===== config.mk =====
export PLATFORM = sky130hd
export DESIGN_NAME = mod_frame_sched
export DESIGN_NICKNAME = d
export VERILOG_FILES = /design/src/rtl/mod_frame_sched.sv
export SDC_FILE = /design/constraint.sdc
export NUM_CORES = 1
export LEC_CHECK = 0
export ABC_AREA = 1
export BUFFER_PORTS_ARGS = -buffer_cell sky130_fd_sc_hd__buf_4
export CAP_MARGIN = 40
export CORE_ASPECT_RATIO = 1.1
export CORE_MARGIN = 2
export CORE_UTILIZATION = 48
export CTS_CLUSTER_SIZE = 40
export DETAILED_ROUTE_END_ITERATION = 10
export GPL_TIMING_DRIVEN = 0
export PLACE_DENSITY = 0.68
export SETUP_SLACK_MARGIN = 0.4
export SLEW_MARGIN = 10
export SYNTH_ARGS = -nofsm -noshare
export SYNTH_HDL_FRONTEND = slang
export SYNTH_SLANG_ARGS = --single-unit
export TNS_END_PERCENT = 10

===== constraint.sdc =====
create_clock -name clk -period 1.8 [get_ports clk]
set_input_delay 0.36 -clock clk [delete_from_list [all_inputs] [get_ports clk]]
set_output_delay 0.36 -clock clk [all_outputs]
set_load 0.05 [all_outputs]

===== src/rtl/mod_frame_sched.sv =====
// mod_frame_sched: preamble/payload/guard symbol scheduler driving the All_mod select/bit_in inputs.
// Build option: define MOD_FRAME_SCHED_CRC_EN to append a CRC-8 (poly 0x07) byte after the payload.
//
// state   | meaning
// --------+---------------------------------------------------------------
// S_IDLE  | no frame; waits for start with a non-zero frame_len
// S_PRE   | alternating 1,0 preamble symbols on BPSK
// S_PAY   | payload bytes sliced MSB-first; zero symbol + underrun if FIFO empty
// S_CRC   | CRC byte sliced like payload (only with MOD_FRAME_SCHED_CRC_EN)
// S_GUARD | zero guard symbols in the latched scheme
module mod_frame_sched #(
  parameter int SYM_DIV      = 4,
  parameter int PREAMBLE_LEN = 8,
  parameter int GUARD_LEN    = 2,
  parameter int FIFO_DEPTH   = 4
) (
  input  logic       clk,
  input  logic       rst_n,
  input  logic       start,
  input  logic [1:0] cfg_sel,
  input  logic [7:0] frame_len,
  input  logic [7:0] s_data,
  input  logic       s_valid,
  output logic       s_ready,
  output logic [1:0] mod_sel,
  output logic [3:0] mod_bits,
  output logic       sym_stb,
  output logic       busy,
  output logic       done,
  output logic       underrun
);

  localparam int AW    = $clog2(FIFO_DEPTH);
  localparam int DIV_W = (SYM_DIV > 1) ? $clog2(SYM_DIV) : 1;
  localparam int CNT_W = $clog2(PREAMBLE_LEN + GUARD_LEN + 1);

  typedef enum logic [2:0] {
    S_IDLE,
    S_PRE,
    S_PAY,
`ifdef MOD_FRAME_SCHED_CRC_EN
    S_CRC,
`endif
    S_GUARD
  } state_t;

  state_t           r_state;
  logic [DIV_W-1:0] r_div;
  logic [CNT_W-1:0] r_cnt;
  logic [1:0]       r_scheme;
  logic [7:0]       r_len;
  logic [7:0]       r_bytes;
  logic [7:0]       r_shift;
  logic [2:0]       r_slice;
`ifdef MOD_FRAME_SCHED_CRC_EN
  logic [7:0]       r_crc;
`endif

  logic [7:0]       r_mem [FIFO_DEPTH];
  logic [AW:0]      r_wr;
  logic [AW:0]      r_rd;
  logic             w_full;
  logic             w_empty;
  logic             w_push;
  logic             w_pop;
  logic             w_boundary;
  logic             w_fetch;
  logic [7:0]       w_head;

  function automatic logic [2:0] f_bps(input logic [1:0] sch);
    case (sch)
      2'b01:   return 3'd2;
      2'b10:   return 3'd4;
      default: return 3'd1;
    endcase
  endfunction

  function automatic logic [2:0] f_last(input logic [1:0] sch);
    case (sch)
      2'b01:   return 3'd3;
      2'b10:   return 3'd1;
      default: return 3'd7;
    endcase
  endfunction

  function automatic logic [3:0] f_top(input logic [7:0] b, input logic [1:0] sch);
    case (sch)
      2'b01:   return {2'b00, b[7:6]};
      2'b10:   return b[7:4];
      default: return {3'b000, b[7]};
    endcase
  endfunction

`ifdef MOD_FRAME_SCHED_CRC_EN
  function automatic logic [7:0] f_crc8(input logic [7:0] crc, input logic [7:0] d);
    logic [7:0] c;
    c = crc ^ d;
    for (int i = 0; i < 8; i++) begin
      c = c[7] ? ((c << 1) ^ 8'h07) : (c << 1);
    end
    return c;
  endfunction
`endif

  assign w_full  = (r_wr[AW] != r_rd[AW]) && (r_wr[AW-1:0] == r_rd[AW-1:0]);
  assign w_empty = (r_wr == r_rd);
  assign s_ready = !w_full;
  assign w_push  = s_valid && s_ready;
  assign w_head  = r_mem[r_rd[AW-1:0]];

  // A fetch happens at the boundary that ends the preamble or a completed byte.
  always_comb begin
    w_boundary = (r_state != S_IDLE) && (r_div == DIV_W'(SYM_DIV - 1));
    w_fetch    = w_boundary &&
                 (((r_state == S_PRE) && (r_cnt == CNT_W'(PREAMBLE_LEN))) ||
                  ((r_state == S_PAY) && (r_slice == 3'd0) && (r_bytes != r_len)));
    w_pop      = w_fetch && !w_empty;
  end

  always_ff @(posedge clk) begin
    if (w_push) r_mem[r_wr[AW-1:0]] <= s_data;
  end

  always_ff @(posedge clk or negedge rst_n) begin
    if (!rst_n) begin
      r_wr <= '0;
      r_rd <= '0;
    end else begin
      if (w_push) r_wr <= r_wr + 1'b1;
      if (w_pop)  r_rd <= r_rd + 1'b1;
    end
  end

  always_ff @(posedge clk or negedge rst_n) begin
    if (!rst_n) begin
      r_state  <= S_IDLE;
      r_div    <= '0;
      r_cnt    <= '0;
      r_scheme <= 2'b00;
      r_len    <= 8'd0;
      r_bytes  <= 8'd0;
      r_shift  <= 8'd0;
      r_slice  <= 3'd0;
`ifdef MOD_FRAME_SCHED_CRC_EN
      r_crc    <= 8'd0;
`endif
      mod_sel  <= 2'b00;
      mod_bits <= 4'd0;
      sym_stb  <= 1'b0;
      busy     <= 1'b0;
      done     <= 1'b0;
      underrun <= 1'b0;
    end else begin
      sym_stb  <= 1'b0;
      done     <= 1'b0;
      underrun <= 1'b0;
      if (r_state == S_IDLE) begin
        if (start && (frame_len != 8'd0)) begin
          r_state  <= S_PRE;
          r_scheme <= (cfg_sel == 2'b11) ? 2'b00 : cfg_sel;
          r_len    <= frame_len;
          r_bytes  <= 8'd0;
          r_div    <= '0;
          r_cnt    <= CNT_W'(1);
`ifdef MOD_FRAME_SCHED_CRC_EN
          r_crc    <= 8'd0;
`endif
          mod_sel  <= 2'b00;
          mod_bits <= 4'd1;
          sym_stb  <= 1'b1;
          busy     <= 1'b1;
        end
      end else if (!w_boundary) begin
        r_div <= r_div + 1'b1;
      end else begin
        r_div   <= '0;
        sym_stb <= 1'b1;
        if (w_fetch) begin
          r_state <= S_PAY;
          mod_sel <= r_scheme;
          if (w_empty) begin
            mod_bits <= 4'd0;
            underrun <= 1'b1;
            r_slice  <= 3'd0;
          end else begin
            mod_bits <= f_top(w_head, r_scheme);
            r_shift  <= w_head << f_bps(r_scheme);
            r_slice  <= f_last(r_scheme);
            r_bytes  <= r_bytes + 8'd1;
`ifdef MOD_FRAME_SCHED_CRC_EN
            r_crc    <= f_crc8(r_crc, w_head);
`endif
          end
        end else begin
          case (r_state)
            S_PRE: begin
              mod_bits <= {3'b000, ~r_cnt[0]};
              r_cnt    <= r_cnt + 1'b1;
            end
            S_PAY: begin
              if (r_slice != 3'd0) begin
                mod_bits <= f_top(r_shift, r_scheme);
                r_shift  <= r_shift << f_bps(r_scheme);
                r_slice  <= r_slice - 1'b1;
              end else begin
`ifdef MOD_FRAME_SCHED_CRC_EN
                r_state  <= S_CRC;
                mod_bits <= f_top(r_crc, r_scheme);
                r_shift  <= r_crc << f_bps(r_scheme);
                r_slice  <= f_last(r_scheme);
`else
                r_state  <= S_GUARD;
                mod_bits <= 4'd0;
                r_cnt    <= CNT_W'(1);
`endif
              end
            end
`ifdef MOD_FRAME_SCHED_CRC_EN
            S_CRC: begin
              if (r_slice != 3'd0) begin
                mod_bits <= f_top(r_shift, r_scheme);
                r_shift  <= r_shift << f_bps(r_scheme);
                r_slice  <= r_slice - 1'b1;
              end else begin
                r_state  <= S_GUARD;
                mod_bits <= 4'd0;
                r_cnt    <= CNT_W'(1);
              end
            end
`endif
            S_GUARD: begin
              if (r_cnt != CNT_W'(GUARD_LEN)) begin
                mod_bits <= 4'd0;
                r_cnt    <= r_cnt + 1'b1;
              end else begin
                r_state  <= S_IDLE;
                mod_sel  <= 2'b00;
                mod_bits <= 4'd0;
                sym_stb  <= 1'b0;
                busy     <= 1'b0;
                done     <= 1'b1;
              end
            end
            default: r_state <= S_IDLE;
          endcase
        end
      end
    end
  end

endmodule


==> summary.md <==
| Metric | Value |
|---|---|
| Outcome | `finished, violations left` |
| Violated checks | `negative setup slack` |
| WL/cell | `~15 um` |
| Vias | `3963` |
| Syn Nets | `557` |
| Htree depth | `3` |
| Total track usage | `0.222` |
| Final Core Density | `0.667` |
| Largest area contributor in the netlist | `dfrtp_1` |
| Post-route cell area | `approximately 0.0060 sq mm` |
| Slew Limit Headroom | `0.537` |
| Ports | `33` |
| Critical Path RT | `between 1000 and 1500 ps` |
| RSZ-0062 raised after global routing | `yes` |
| ANT nets after route | `0` |
| Cts hold-fix bufs | `0` |
| Setup crit start | `r_rd[0]$_DFFE_PN0P_` |
| Critical Path End | `s_ready` |
| Pins Over Slew Limit | `0` |
| Crit start category | `flip-flop` |
| Detail Placement HPWL | `between 6000 and 7000 um` |
| Cells after Synth | `515` |
| Pre-CTS WS | `-333 ps` |
| Placement Cell Area | `slightly below 0.005 sq mm` |
| Crit end category | `output port` |
| Site row count | `36` |
| Mapped Avg Cell Area | `between 8 and 9 sq um` |
| Max-cap violation count | `0` |
| Vias in the first global route | `~3800` |
| Fmax | `~530 MHz` |
| Type of the worst min-delay path | `input pin to asynchronous set/reset pin` |
| Arrival @ worst endpoint | `roughly 1500 ps` |
| # fillers | `a little over 700` |
| Most frequent cells in the layout | `nand2_1, buf_4, dfrtp_1` |
| First-pass GRT wire length | `17500 um` |
| Reg power frac | `0.407` |
| Synth area leaders | `dfrtp_1, edfxtp_1, nand2_1` |
| R2R depth | `10` |
| VDD IR max | `~0.59 mV` |
| DRC viols | `0` |
| Drt total wl | `about 11000 um` |
| Core area | `roughly 0.009 sq mm` |
| Psw | `~2.6 mW` |
| Count of input and output buffers | `32` |
| Fin crit period | `approximately 1900 ps` |
| R2R setup slack | `-100 ps` |
| Worst R2R End | `r_shift[7]$_DFFE_PN0P_` |
| CP max stage delay | `around 380 ps` |
| CTS tree | `done` |
| DRT Pass-1 Iters | `5` |
| Largest net degree at the start of global routing | `54` |
| Worst Slack Setup Final | `-99.6 ps` |
| Post-synth top area share | `0.297` |
| Switching fraction of total power | `0.403` |
| CTS buffer count | `9` |
| Worst Max-Slew Pin Slew | `between 600 and 700 ps` |
| DR vias/cell | `roughly 5.4` |
| Hold_ws | `around 45 ps` |
| ANT cells | `0` |
| # clock sinks | `85` |
| Fraction of registers with async set/reset | `0.624` |
| Area growth, synth to finish | `33.7%` |
| Inst Count DP | `around 660` |
| Synth Flop Type | `dfrtp_1` |
| Latest clock arrival within the worst-skew pair | `between 300 and 400 ps` |
| Fin Clk Skew | `between 20 and 25 ps` |
| Share of cells above drive strength 1 | `0.350` |
| Die area | `0.0101 sq mm` |
| Yosys reg bits | `between 80 and 90` |
| Warnings, synthesis | `0` |
| Final Cycle Share | `1.06` |
| Register clock-pin slew on the reported worst setup and hold paths | `about 110 ps` |
| Final-report hold violation count | `0` |
| Setup CP Type | `flip-flop to output port` |
| Distinct cell type count after synthesis | `36` |
| Die Y-Extent | `around 110 um` |
| Final Instance Count excl. Fillers | `734` |
| Sequential fraction of the synthesis area | `0.511` |
| Clk pwr share | `0.191` |
| Combinational power share | `0.402` |
| Leak | `approximately 2.8 nW` |
| Slowest cell on the critical path | `dfrtp_1` |
| Pint | `roughly 3.9 mW` |
| RePlAce Congestion | `roughly 0.87` |
| Synthesized area | `0.00447 sq mm` |
| Commonest non-fill, non-tap cell in the layout | `nand2_1` |
| Post-synth EDFFs | `32` |
| Cell Pwr Density | `between 1000 and 1500 mW/mm^2` |
| Endpoints failing setup | `27` |
| Total grt overflow | `0` |
| Initial antenna violation count | `0` |
| Initial Util | `0.499` |
| Critical-path cell list | `buf_6 -> clkinv_8 -> nand2_2 -> nand4_1 -> or2_4 -> buf_8` |
| Root buffer cell | `clkbuf_8` |
| Die width | `about 96 um` |
| Final #Nets | `657` |
| Starting DRT DRC Count | `between 200 and 300` |
| Crit Path Max Fanout | `5` |
| Maximum root-to-sink buffer count | `2` |
stage by stage:
stage | total power, mW | setup TNS, ps
floorplan | 4.16 | 0
global placement | 4.68 | -7050
detailed placement | 4.73 | -7290
CTS | 6.20 | -627
global route | 6.89 | -4920
finish | 6.51 | -1390
layer usage:
| metal | part of all wire | track usage |
|---|---|---|
| met4 | 0.018 | 0.100 |
| met3 | 0.042 | 0.0300 |
| met1 | 0.42 | 0.285 |
| met2 | 0.52 | 0.367 |
| met5 | 0 | 0 |
area by class of cell:
type / count / area [sq um] / share of cell area
Multi-Input combinational cell: 347 / 2260 / 0.377
Inverter: 67 / 272 / 0.0454
Sequential cell: 85 / 2290 / 0.383
Clock buffer: 10 / 128 / 0.0213
Clock inverter: 6 / 46.3 / 0.00774
Timing Repair Buffer: 88 / 704 / 0.118
Timing Repair inverter: 1 / 8.76 / 0.00146
Tap cell: 114 / 143 / 0.0238
Buffer: 16 / 135 / 0.0226
power groups by stage:
stage                     Sequential (mW)  Clock (mW)  Combinational, mW
after detailed placement             2.70           0               2.03
after global routing                 2.68        1.34               2.86
after CTS                            2.63        1.26               2.31
after global placement               2.68           0               1.99
after floorplan                      2.71           0               1.45
final                                2.65        1.24               2.62
registers in the layout (all words and copies together) (netlist names), named ones only:
name	flops
r_shift	8
r_bytes	8
r_wr	3
r_cnt	4
r_mem	32
r_state	1
r_div	2
r_rd	3
underrun	1
r_scheme	2
r_len	8
busy	1
sym_stb	1
done	1
mod_bits	4
mod_sel	2
r_slice	3
worst min-delay path by stage:
stage	start	to	cells after the start	slack (ps)
after floorplan	rst_n	asynchronous set/reset pin	0	60
after global placement	rst_n	r_cnt[0]$_DFFE_PN0P_	1	450
after detailed placement	rst_n	r_cnt[0]$_DFFE_PN0P_	1	460
after CTS	rst_n	r_len[1]$_DFFE_PN0P_	1	60
after global routing	rst_n	r_len[1]$_DFFE_PN0P_	1	90
final	rst_n	r_len[1]$_DFFE_PN0P_	1	40
critical path: cells and delay by family (launching register included):
family	cells	cell delay (ps)
buffers and inverters	3	380
flip-flops	1	380
AND/OR/NAND/NOR	3	420
synth_stat cells (2+ instances only):
library cell / count
xor2_1: 6
dfrtp_1: 53
ha_1: 20
o22ai_1: 9
o31ai_1: 6
nand3_1: 67
buf_2: 3
nor3_1: 3
nand2_1: 120
inv_1: 64
nor4_1: 2
o21ai_0: 41
edfxtp_1: 32
a31oi_1: 2
nand2_4: 3
a21oi_1: 7
buf_6: 2
nand4_1: 8
clkinv_1: 2
nor2_1: 33
clkbuf_1: 10
xnor2_1: 6
nand2_2: 3
timing repair:
item	4_1_cts	5_1_grt
endpoints found under the setup margin	86	85
cloned	2	1
pin swaps	32	40
setup buffers	43	11
resized for setup	64	71
logic make-up after synthesis:
group | after synthesis | share of synthesized area
simple gates | 243 | 0.240
flops | 85 | 0.511
fa+ha+maj | 20 | 0.0560
xor+xnor | 12 | 0.0235
compound gates | 72 | 0.0949
buf+inv | 83 | 0.0747
(Power assumes the default switching activity.)
